File: config.mk
export PLATFORM = sky130hd
export DESIGN_NAME = uart_receiver
export DESIGN_NICKNAME = d
export VERILOG_FILES = /design/src/rtl/uart_receiver.sv
export SDC_FILE = /design/constraint.sdc
export NUM_CORES = 1
export LEC_CHECK = 0
export ABC_CLOCK_PERIOD_IN_PS = 1700
export CAP_MARGIN = 20
export CORE_MARGIN = 4
export CORE_UTILIZATION = 49
export CTS_CLUSTER_SIZE = 28
export DETAILED_ROUTE_END_ITERATION = 16
export GPL_TIMING_DRIVEN = 1
export PLACE_DENSITY = 0.82
export SYNTH_ARGS = -nofsm -noshare
export SYNTH_HDL_FRONTEND = slang
export SYNTH_SLANG_ARGS = --single-unit
File: constraint.sdc
create_clock -name clk_3125 -period 1.7 [get_ports clk_3125]
set_input_delay 0.17 -clock clk_3125 [delete_from_list [all_inputs] [get_ports clk_3125]]
set_output_delay 0.17 -clock clk_3125 [all_outputs]
set_load 0.01 [all_outputs]
File: src/rtl/uart_receiver.sv
// uart_receiver: UART frame receiver (start, 8 data bits MSB-first, parity, stop)
//
// Ports:
//   clk_3125    - system clock; all logic on its rising edge
//   rst         - synchronous active-high reset
//   rx          - asynchronous serial input, idle high
//   parity_type - 0 = even, 1 = odd; sampled at the parity sample point
//   rx_msg      - last received byte
//   rx_parity   - parity bit as received on the last frame
//   rx_complete - one-cycle strobe; outputs valid in this cycle
//   parity_err  - parity mismatch on the last frame
//   frame_err   - stop bit sampled low on the last frame
//
// Build option: define UART_RX_PARITY_CHECK_EN to build the parity checker;
// otherwise parity_err is tied low while the parity cell is still consumed.
module uart_receiver #(
    parameter int CLKS_PER_BIT = 27,
    parameter int SAMPLE_POINT = 13
) (
    input  logic       clk_3125,
    input  logic       rst,
    input  logic       rx,
    input  logic       parity_type,
    output logic [7:0] rx_msg,
    output logic       rx_parity,
    output logic       rx_complete,
    output logic       parity_err,
    output logic       frame_err
);
    localparam logic [2:0] S_IDLE   = 3'd0;
    localparam logic [2:0] S_START  = 3'd1;
    localparam logic [2:0] S_DATA   = 3'd2;
    localparam logic [2:0] S_PARITY = 3'd3;
    localparam logic [2:0] S_STOP   = 3'd4;
    localparam logic [2:0] S_DONE   = 3'd5;

    localparam logic [4:0] SP   = 5'(SAMPLE_POINT);
    localparam logic [4:0] LAST = 5'(CLKS_PER_BIT - 1);

    logic [1:0] r_sync;
    logic [2:0] r_state;
    logic [4:0] r_cnt;
    logic [2:0] r_bit_idx;
    logic [7:0] r_shreg;
    logic       r_par_bit;
    logic       r_armed;
    logic       w_rx_s;
    logic       w_sample;
    logic       w_cell_end;

    assign w_rx_s     = r_sync[1];
    assign w_sample   = r_cnt == SP;
    assign w_cell_end = r_cnt == LAST;

`ifdef UART_RX_PARITY_CHECK_EN
    logic r_par_err;
    logic w_par_exp;
    assign w_par_exp = parity_type ? ~^r_shreg : ^r_shreg;
`else
    logic w_unused_parity_type;
    assign w_unused_parity_type = parity_type;
    assign parity_err = 1'b0;
`endif

    always_ff @(posedge clk_3125) begin
        if (rst) begin
            r_sync      <= 2'b11;
            r_state     <= S_IDLE;
            r_cnt       <= '0;
            r_bit_idx   <= '0;
            r_shreg     <= '0;
            r_par_bit   <= 1'b0;
            r_armed     <= 1'b1;
            rx_msg      <= '0;
            rx_parity   <= 1'b0;
            rx_complete <= 1'b0;
            frame_err   <= 1'b0;
`ifdef UART_RX_PARITY_CHECK_EN
            r_par_err   <= 1'b0;
            parity_err  <= 1'b0;
`endif
        end else begin
            r_sync      <= {r_sync[0], rx};
            rx_complete <= 1'b0;
            r_cnt       <= w_cell_end ? '0 : r_cnt + 5'd1;
            case (r_state)
                S_IDLE: begin
                    r_cnt <= '0;
                    if (w_rx_s) begin
                        r_armed <= 1'b1;
                    end else if (r_armed) begin
                        // the detect cycle itself counts as cell 0
                        r_state <= S_START;
                        r_cnt   <= 5'd1;
                    end
                end
                S_START: begin
                    if (w_sample && w_rx_s) begin
                        r_state <= S_IDLE;
                        r_cnt   <= '0;
                    end else if (w_cell_end) begin
                        r_state   <= S_DATA;
                        r_bit_idx <= '0;
                    end
                end
                S_DATA: begin
                    if (w_sample)
                        r_shreg <= {r_shreg[6:0], w_rx_s};
                    if (w_cell_end) begin
                        r_bit_idx <= r_bit_idx + 3'd1;
                        if (r_bit_idx == 3'd7)
                            r_state <= S_PARITY;
                    end
                end
                S_PARITY: begin
                    if (w_sample) begin
                        r_par_bit <= w_rx_s;
`ifdef UART_RX_PARITY_CHECK_EN
                        r_par_err <= w_rx_s != w_par_exp;
`endif
                    end
                    if (w_cell_end)
                        r_state <= S_STOP;
                end
                S_STOP: begin
                    // deliver at the stop sample and skip the rest of the
                    // stop cell so back-to-back frames can resync
                    if (w_sample) begin
                        rx_msg      <= r_shreg;
                        rx_parity   <= r_par_bit;
                        frame_err   <= ~w_rx_s;
                        rx_complete <= 1'b1;
`ifdef UART_RX_PARITY_CHECK_EN
                        parity_err  <= r_par_err;
`endif
                        // a held-low line must not retrigger until it idles high
                        if (!w_rx_s)
                            r_armed <= 1'b0;
                        r_state <= S_DONE;
                    end
                end
                S_DONE: begin
                    r_state <= S_IDLE;
                    r_cnt   <= '0;
                end
                default: begin
                    r_state <= S_IDLE;
                    r_cnt   <= '0;
                end
            endcase
        end
    end
endmodule

After elaboration in Yosys (flattened, before gate mapping)
Cells that the tools add are included. Widths: inputs -> output; s select.

Add/sub/neg operators: 2. Equal/unequal tests: 18. Muxes and demuxes: 23. Bitwise operators: 2. Reductions and logical operators: 12.

Operators by type and width (number): $mux 3 (11); $ne 2x2->1 const B (10); $pmux 3 s5 (1); $pmux 5 s3 (1); $mux 5 (2); $reduce_and 4->1 (2); $reduce_and 7->1 (1); $eq 3x2->1 const B (2); $eq 3x3->1 const B (2); $mux 1 (6); $pmux 3 s2 (1); $reduce_and 2->1 (3); $add 5x1->5 const B (1); $eq 5x4->1 const B (1); $eq 5x5->1 const B (1); $reduce_bool 2->1 (2); $add 3x1->3 const B (1); $eq 3x1->1 const B (1); $logic_not 3->1 (1); $ne 3x3->1 const B (1); $reduce_or 3->1 (1); $not 1->1 (2); $pmux 1 s2 (1); $reduce_or 2->1 (1); $logic_and 1x1->1 (1).

Register bits after elaboration: 34. Input port bits: 4. Output and inout port bits: 12. Word-level logic and storage cells: 68.

Logic depth before layout (Yosys ltp)
Gate-level depths: netlist of run 1.

Depth in word-level cells: 4. Mapped depth: 8. Mapped depth without buffers: 6.

Worst setup path before layout of run 1
Ideal clock, no wire load.

Path kind: register -> register. Start: register r_cnt[1]. End: register r_state[0]. Setup time: 0.072 ns. Arrival: 1.530 ns. Required time: 1.628 ns. Path slack: 0.098 ns. Cell stages (with the launch flop): 8. Path buffers: 1. Period minus slack after synthesis: 1.602 ns. Path through: dfxtp_1 > inv_1 > ha_1 > and4b_1 > buf_6 > a2111oi_2 > a221o_2 > mux2i_1.

Cells in the longest elaborated chain, start to end: 4. Elaborated cells on any way between the ends: 10. Classes of those cells: 6 x eq/ne; 2 x mux; 2 x reduce/logical.

Ends and longest elaborated chain: start: declaration (line 42) `logic [4:0] r_cnt;`; start signal: assignment (line 85) `r_cnt <= w_cell_end ? '0 : r_cnt + 5'd1;`; $eq 5x4->1 (line 52) `assign w_sample = r_cnt == SP;`; $logic_and 1x1->1 (line 98) `if (w_sample && w_rx_s) begin`; $ne 3x3->1 (no source line) / $mux 3 (equally long branches); $reduce_and 7->1 (no source line) / $pmux 3 s5 (equally long branches); end signal: assignment (line 99) `r_state <= S_IDLE;`; end signal: assignment (line 102) `r_state <= S_DATA;`; end signal: assignment (line 112) `r_state <= S_PARITY;`; end: declaration (line 41) `logic [2:0] r_state;`.

Parallel ways exist; a longest one is shown, timed or not. A chain may end at the register's enable or synchronous reset.

Worst setup path after layout of run 1
Start: register r_cnt[0]. End: register r_state[2].

The elaborated chain is that of the path after synthesis.

==> results.json, run 1 <==
{
  "worst_slack_ps": 64.6,
  "overflow": 0,
  "dr_wl_met3_um": 120,
  "grt_pass1_vias": 1258,
  "topRoutingLayerUsed": "met4",
  "seq_area_um2": 683,
  "synth_simple_gate_area_share": 0.226,
  "ys_seq_area_frac": 0.460,
  "multi_input_area_um2": 759,
  "synth_top_family_by_area": "simple AND/OR/NAND/NOR gates",
  "cts_hold_buf": 0,
  "critical_path.max_fanout": 4,
  "via_count": 1272,
  "syn_avg_cell_area_um2": 8.76,
  "start_util": 0.523,
  "placed_cells": 216,
  "yosysUniqueCellTypes": 38,
  "areaGrowthSynthToFinish_pct": 25.4,
  "p_leak_nw": 0.674,
  "ir_drop_v": 0.000741,
  "fmax_mhz": 611,
  "dpl_cell_area_um2": 1710,
  "clock_latency_ps": 340,
  "layout.nets": 204,
  "rows": 19,
  "path_class": "reg -> reg",
  "netlist_area_um2": 1480,
  "fin_skew_ps": 5.25,
  "period_minus_slack_ps": 1640,
  "fill_cells": 236,
  "met1_length_um": 1240,
  "drtAntennaViolNets": 0,
  "grt_pass1_wl_um": 5250,
  "dieArea_um2": 3960,
  "port_buffers": 13,
  "power_density_nw_per_um2": 941,
  "hold_path.class": "in -> reg",
  "synth_nets": 178,
  "dpl.hpwl_um": 2100,
  "stdcell_count": 227,
  "numCtsBuffers": 5,
  "status": "complete, no violations",
  "fin_area_um2": 1860,
  "met2RoutedLength_um": 1590,
  "routed_wl_um": 3000,
  "synth_xor_area_frac": 0.0178,
  "ys_warn_count": 0,
  "p_total_mw": 1.75,
  "grt_start_max_net_pins": 22,
  "clock_sinks": 34,
  "dr.pass1.iters": 4,
  "slew_viol_final": 0,
  "clockRootBuffer": "clkbuf_4",
  "vias_per_cell": 5.60,
  "synthMuxAreaShare": 0.0135,
  "io_pins": 16,
  "gp_congestion": 0.849,
  "post-route-period-util": 0.962,
  "grt_use_total": 0.165,
  "tritoncts": "built",
  "critical_path_required_ps": 1970,
  "cap_violations": 0,
  "clockBufferDepth": 2,
  "core_area_um2": 2830,
  "place_ws_ps": -13.7,
  "drive_gt1_frac": 0.219,
  "drtIter0Drc": 43,
  "ys_seq_elements": 34,
  "wl_per_cell_um": 13.2,
  "antenna_found_initial": 0,
  "arrival_ps": 1900,
  "setup_viol": 0,
  "synth_compound_area_frac": 0.189,
  "diodes": 0,
  "cts.clk_slew.worst_paths_ps": 100,
  "die_w_um": 63.0,
  "reg2reg_slack_ps": 60,
  "finalHoldViolCount": 0,
  "syn_inst": 169,
  "cts_htree_levels": 2,
  "utilization": 0.656,
  "yosys.area_share.adder": 0.0423,
  "startpoint_type": "flop",
  "end_kind": "flop",
  "post-route-drc-count": 0,
  "die_y_um": 63.0
}
-- sequential cells by signal, indices dropped and copies added (netlist names) --
| name | flops |
|---|---|
| r_shreg | 8 |
| rx_msg | 8 |
| r_cnt | 5 |
| r_bit_idx | 3 |
| r_state | 3 |
| r_sync | 2 |
| frame_err | 1 |
| r_armed | 1 |
| r_par_bit | 1 |
| rx_complete | 1 |
| rx_parity | 1 |
-- layout by cell type, fill, tap and decap left out, types with 3 or more instances in the layout --
master	Yosys	final
nor2_1	10	10
ha_1	5	4
nand2_1	32	31
nand3_1	12	11
clkbuf_4	0	5
o21ai_0	5	3
dfxtp_1	34	32
a21oi_1	19	18
buf_6	1	3
inv_1	4	3
buf_4	1	13
nand2b_1	3	3
clkdlybuf4s50_1	0	13
nor3b_1	3	3
-- routing by layer --
layer	up-vias	GRT usage
met4	0	0.0799
met3	7	0.0540
met5	-	0
met1	613	0.176
met2	20	0.291
li1	632	-
-- synth_stat cells --
| master | number | area share |
|---|---|---|
| inv_1 | 4 | 0.010 |
| o21a_1 | 1 | 0.0051 |
| nand3_1 | 12 | 0.041 |
| ha_1 | 5 | 0.042 |
| a2111oi_2 | 1 | 0.010 |
| a2111oi_4 | 1 | 0.019 |
| nand2_1 | 32 | 0.081 |
| or2_2 | 2 | 0.0085 |
| and3_1 | 2 | 0.0085 |
| nand3b_1 | 2 | 0.010 |
| buf_6 | 1 | 0.0076 |
| xnor2_1 | 1 | 0.0059 |
| o22ai_1 | 1 | 0.0042 |
| mux2i_1 | 2 | 0.014 |
| o311ai_2 | 1 | 0.011 |
| o211ai_1 | 1 | 0.0051 |
| a21boi_0 | 1 | 0.0051 |
| buf_4 | 1 | 0.0051 |
| o31ai_2 | 1 | 0.0085 |
| nand2b_1 | 3 | 0.013 |
| nand4b_1 | 1 | 0.0059 |
| o21ai_0 | 5 | 0.017 |
| a211o_1 | 1 | 0.0059 |
| a221o_2 | 1 | 0.0076 |
| buf_2 | 5 | 0.017 |
| nor2_1 | 10 | 0.025 |
| nor3b_1 | 3 | 0.015 |
| xor2_1 | 2 | 0.012 |
| and4b_1 | 2 | 0.014 |
| o21bai_1 | 2 | 0.010 |
| nor2b_1 | 1 | 0.0042 |
| clkbuf_1 | 4 | 0.010 |
| a211oi_1 | 1 | 0.0051 |
| dfxtp_1 | 34 | 0.46 |
| conb_1 | 1 | 0.0025 |
| a21oi_2 | 1 | 0.0059 |
| o31ai_1 | 1 | 0.0051 |
| a21oi_1 | 19 | 0.064 |
-- timing repair --
item                       4_1_cts  5_1_grt
setup endpoints to repair        2       23
gates resized for setup          1       16
cloned                           0        1
pin swaps                        1        4
buffers inserted                 2        0
-- final cells by class --
cell class / count / area share
clock inverter: 3 / 0.0216
sequential: 34 / 0.368
tap: 31 / 0.0209
clock buffer: 5 / 0.0202
multi-input combinational: 120 / 0.409
timing repair buffer: 30 / 0.152
inverter: 4 / 0.00809
-- metrics by stage --
stage / hold WS [ps] / setup TNS [ps]
finish: 387 / 0
global route: 383 / -27.9
CTS: 378 / 0
detailed placement: 394 / -13.7
global placement: 392 / 0
floorplan: 274 / 0
-- worst max-delay path, cell delays in order, from the launching register on --
cell and delay (ps):
dfxtp_2 350, inv_2 70, ha_2 170, and4b_2 270
o21ai_1 90, a221o_2 450, o31ai_2 170
-- cells by family (layout without fill, tap and decap cells) --
| group | Yosys count | in the layout |
|---|---|---|
| mux | 2 | 2 |
| simple gates | 70 | 70 |
| fa+ha+maj | 5 | 5 |
| compound gates | 39 | 39 |
| other cells | 1 | 1 |
| buf+inv | 15 | 42 |
| flops | 34 | 34 |
| xor+xnor | 3 | 3 |
-- final timing paths --
path,start,to,cells past startpoint
max,r_cnt[0],r_state[2],6
min,rx,r_sync[0],2
max reg2reg,r_cnt[0],r_state[2],6
min reg2reg,r_sync[0],r_sync[1],1
-- where the power goes --
group | internal (mW) | switching, mW | total, mW
clock network | 0.304 | 0.276 | 0.581
logic | 0.141 | 0.148 | 0.288
registers | 0.825 | 0.0516 | 0.876
No activity file was read; power rests on OpenSTA's default activity.
==> run 2: changes to the inputs <==
--- a/config.mk
+++ b/config.mk
@@ -7,6 +7,7 @@
 export LEC_CHECK = 0
 export ABC_CLOCK_PERIOD_IN_PS = 1700
 export CAP_MARGIN = 20
+export CORE_ASPECT_RATIO = 0.8
 export CORE_MARGIN = 4
 export CORE_UTILIZATION = 49
 export CTS_CLUSTER_SIZE = 28
==> run 2 against run 1 <==
Compared with the run above:
- critical path depth did not move
- clock power fell by 4.6%
- sequential share of layout area rose by 0.71 points
- critical endpoint is now r_state[0]
==> results.json, run 2 (synthesized netlist as in run 1, its figures left out) <==
{
  "status": "complete, no violations",
  "rows": 17,
  "grt_start_max_net_pins": 18,
  "cts_htree_levels": 2,
  "fin_skew_ps": 4.50,
  "clock_sinks": 34,
  "gp_congestion": 0.843,
  "drtAntennaViolNets": 0,
  "p_sw_frac": 0.281,
  "die_w_um": 69.5,
  "antenna_found_initial": 0,
  "rsz0062_at_grt": "true",
  "ir_drop_v": 0.000700,
  "tritoncts": "built",
  "path_class": "reg -> reg",
  "vias_per_cell": 5.32,
  "p_total_mw": 1.73,
  "finalHoldViolCount": 0,
  "power_frac_seq": 0.501,
  "period_minus_slack_ps": 1640,
  "critical_path.max_fanout": 6,
  "setup_viol": 0,
  "wl_per_cell_um": 12.9,
  "drive_gt1_frac": 0.193,
  "clockBufferDepth": 2,
  "cap_violations": 0,
  "post-route-drc-count": 0,
  "dpl.hpwl_um": 2180,
  "reg_top3": "r_shreg x8, rx_msg x8, r_cnt x5",
  "grt_use_total": 0.161,
  "cts.clk_slew.worst_paths_ps": 70,
  "port_buffers": 13,
  "worst-r2r-cell-count": 6,
  "start_util": 0.523,
  "startpoint_type": "flop",
  "worstHoldPathCells": 1,
  "grt_pass1_vias": 1171,
  "combPwrFrac": 0.178,
  "power_density_nw_per_um2": 948,
  "p_switching_mw": 0.484,
  "cp_num_cells": 6,
  "areaGrowthSynthToFinish_pct": 23.0,
  "dieArea_um2": 3970,
  "fill_cells": 238,
  "drtIter0Drc": 28,
  "via_count": 1224,
  "multi_input_area_um2": 763,
  "diodes": 0,
  "post-route-period-util": 0.967,
  "overflow": 0,
  "clock_latency_ps": 290,
  "core_area_um2": 2830,
  "cp_slowest_cell": "a2111oi_4",
  "whs_ps": 406,
  "critPathBufInv": 1,
  "numCtsBuffers": 5,
  "final_cell_mix": "nand2_1 (32), dfxtp_1 (32), a21oi_1 (18)",
  "cpPeakStageDelay_ps": 360,
  "slew_viol_final": 0,
  "arrival_ps": 1860,
  "worstPathCellList": "inv_1, ha_1, and4b_4, a2111oi_4, a221o_2, mux2i_1",
  "critical_path_required_ps": 1910,
  "grt_pass1_wl_um": 5080,
  "io_pins": 16,
  "p_leak_nw": 0.644,
  "routed_wl_um": 2970,
  "critPathTopFamily": "compound AO/OA/AOI/OAI gates",
  "power_frac_clock": 0.321,
  "dr.pass1.iters": 4,
  "intPower_mw": 1.24,
  "cts_hold_buf": 0,
  "clockRootBuffer": "clkbuf_8",
  "end_kind": "flop",
  "hold_path.class": "reg -> reg",
  "die_y_um": 57.2,
  "fmax_mhz": 608,
  "seq_area_um2": 683,
  "layout.nets": 201
}
## run 2: cell types whose count changed in the layout (fill, tap and decap cells not counted), moves of 2 or more
| cell | before | now |
|---|---|---|
| buf_6 | 3 | 0 |
| clkinv_2 | 2 | 0 |
| clkbuf_8 | 0 | 5 |
| o21ai_1 | 2 | 0 |
| clkbuf_4 | 5 | 0 |
| clkbuf_1 | 0 | 2 |
## run 2: path summary, 6_finish.rpt
check	start	endpoint	slack, ps
worst max register to register	r_cnt[1]	r_state[0]	60
worst max-delay path	r_cnt[1]	r_state[0]	60
worst min register to register	r_sync[0]	r_sync[1]	410
worst min-delay path	r_sync[0]	r_sync[1]	410
## run 2: worst reg2reg max path, stage by stage, from the launching register on
cell and delay (ps):
dfxtp_2 350, inv_1 50, ha_1 170, and4b_4 230, a2111oi_4 360, a221o_2 220, mux2i_1 200
## run 2: power groups by stage
stage               clock (mW)  sequential [mW]  combinational [mW]
finish                   0.554            0.864               0.308
global route             0.607            0.868               0.330
CTS                      0.569            0.856               0.284
detailed placement           0            0.873               0.284
global placement             0            0.870               0.268
floorplan                    0            0.866               0.207
## run 2: stage by stage
step / cell area (µm²) / setup slack [ps] / TNS (ps) / util / std cells
finish: 1820 / 56.0 / 0 / 0.644 / 230
global route: 1820 / -23.3 / -54.9 / 0.644 / 230
CTS: 1780 / 7.44 / 0 / 0.631 / 230
detailed placement: 1700 / -86.6 / -353 / 0.600 / 222
global placement: 1700 / 9.21 / 0 / 0.600 / 222
floorplan: 1480 / 98.3 / 0 / - / 169
## run 2: area by class of cell
type                            count  area share
Clock buffer                        7      0.0419
Inverter                            4     0.00825
Multi-Input combinational cell    120       0.419
Sequential cell                    34       0.375
Tap cell                           38      0.0261
Timing Repair Buffer               27       0.129
## run 2: repair_timing
item	4_1_cts	5_1_grt
setup endpoints to repair	7	15
pin swaps	1	2
cloned	0	0
buffers inserted	1	0
resized for setup	3	10
## run 2: layer usage
layer | vias to the layer above | part of all wire | GRT usage
met4 | 0 | 0.014 | 0.0752
met3 | 6 | 0.053 | 0.0493
met5 | - | 0 | 0
met1 | 570 | 0.42 | 0.185
met2 | 26 | 0.51 | 0.274
li1 | 622 | - | -
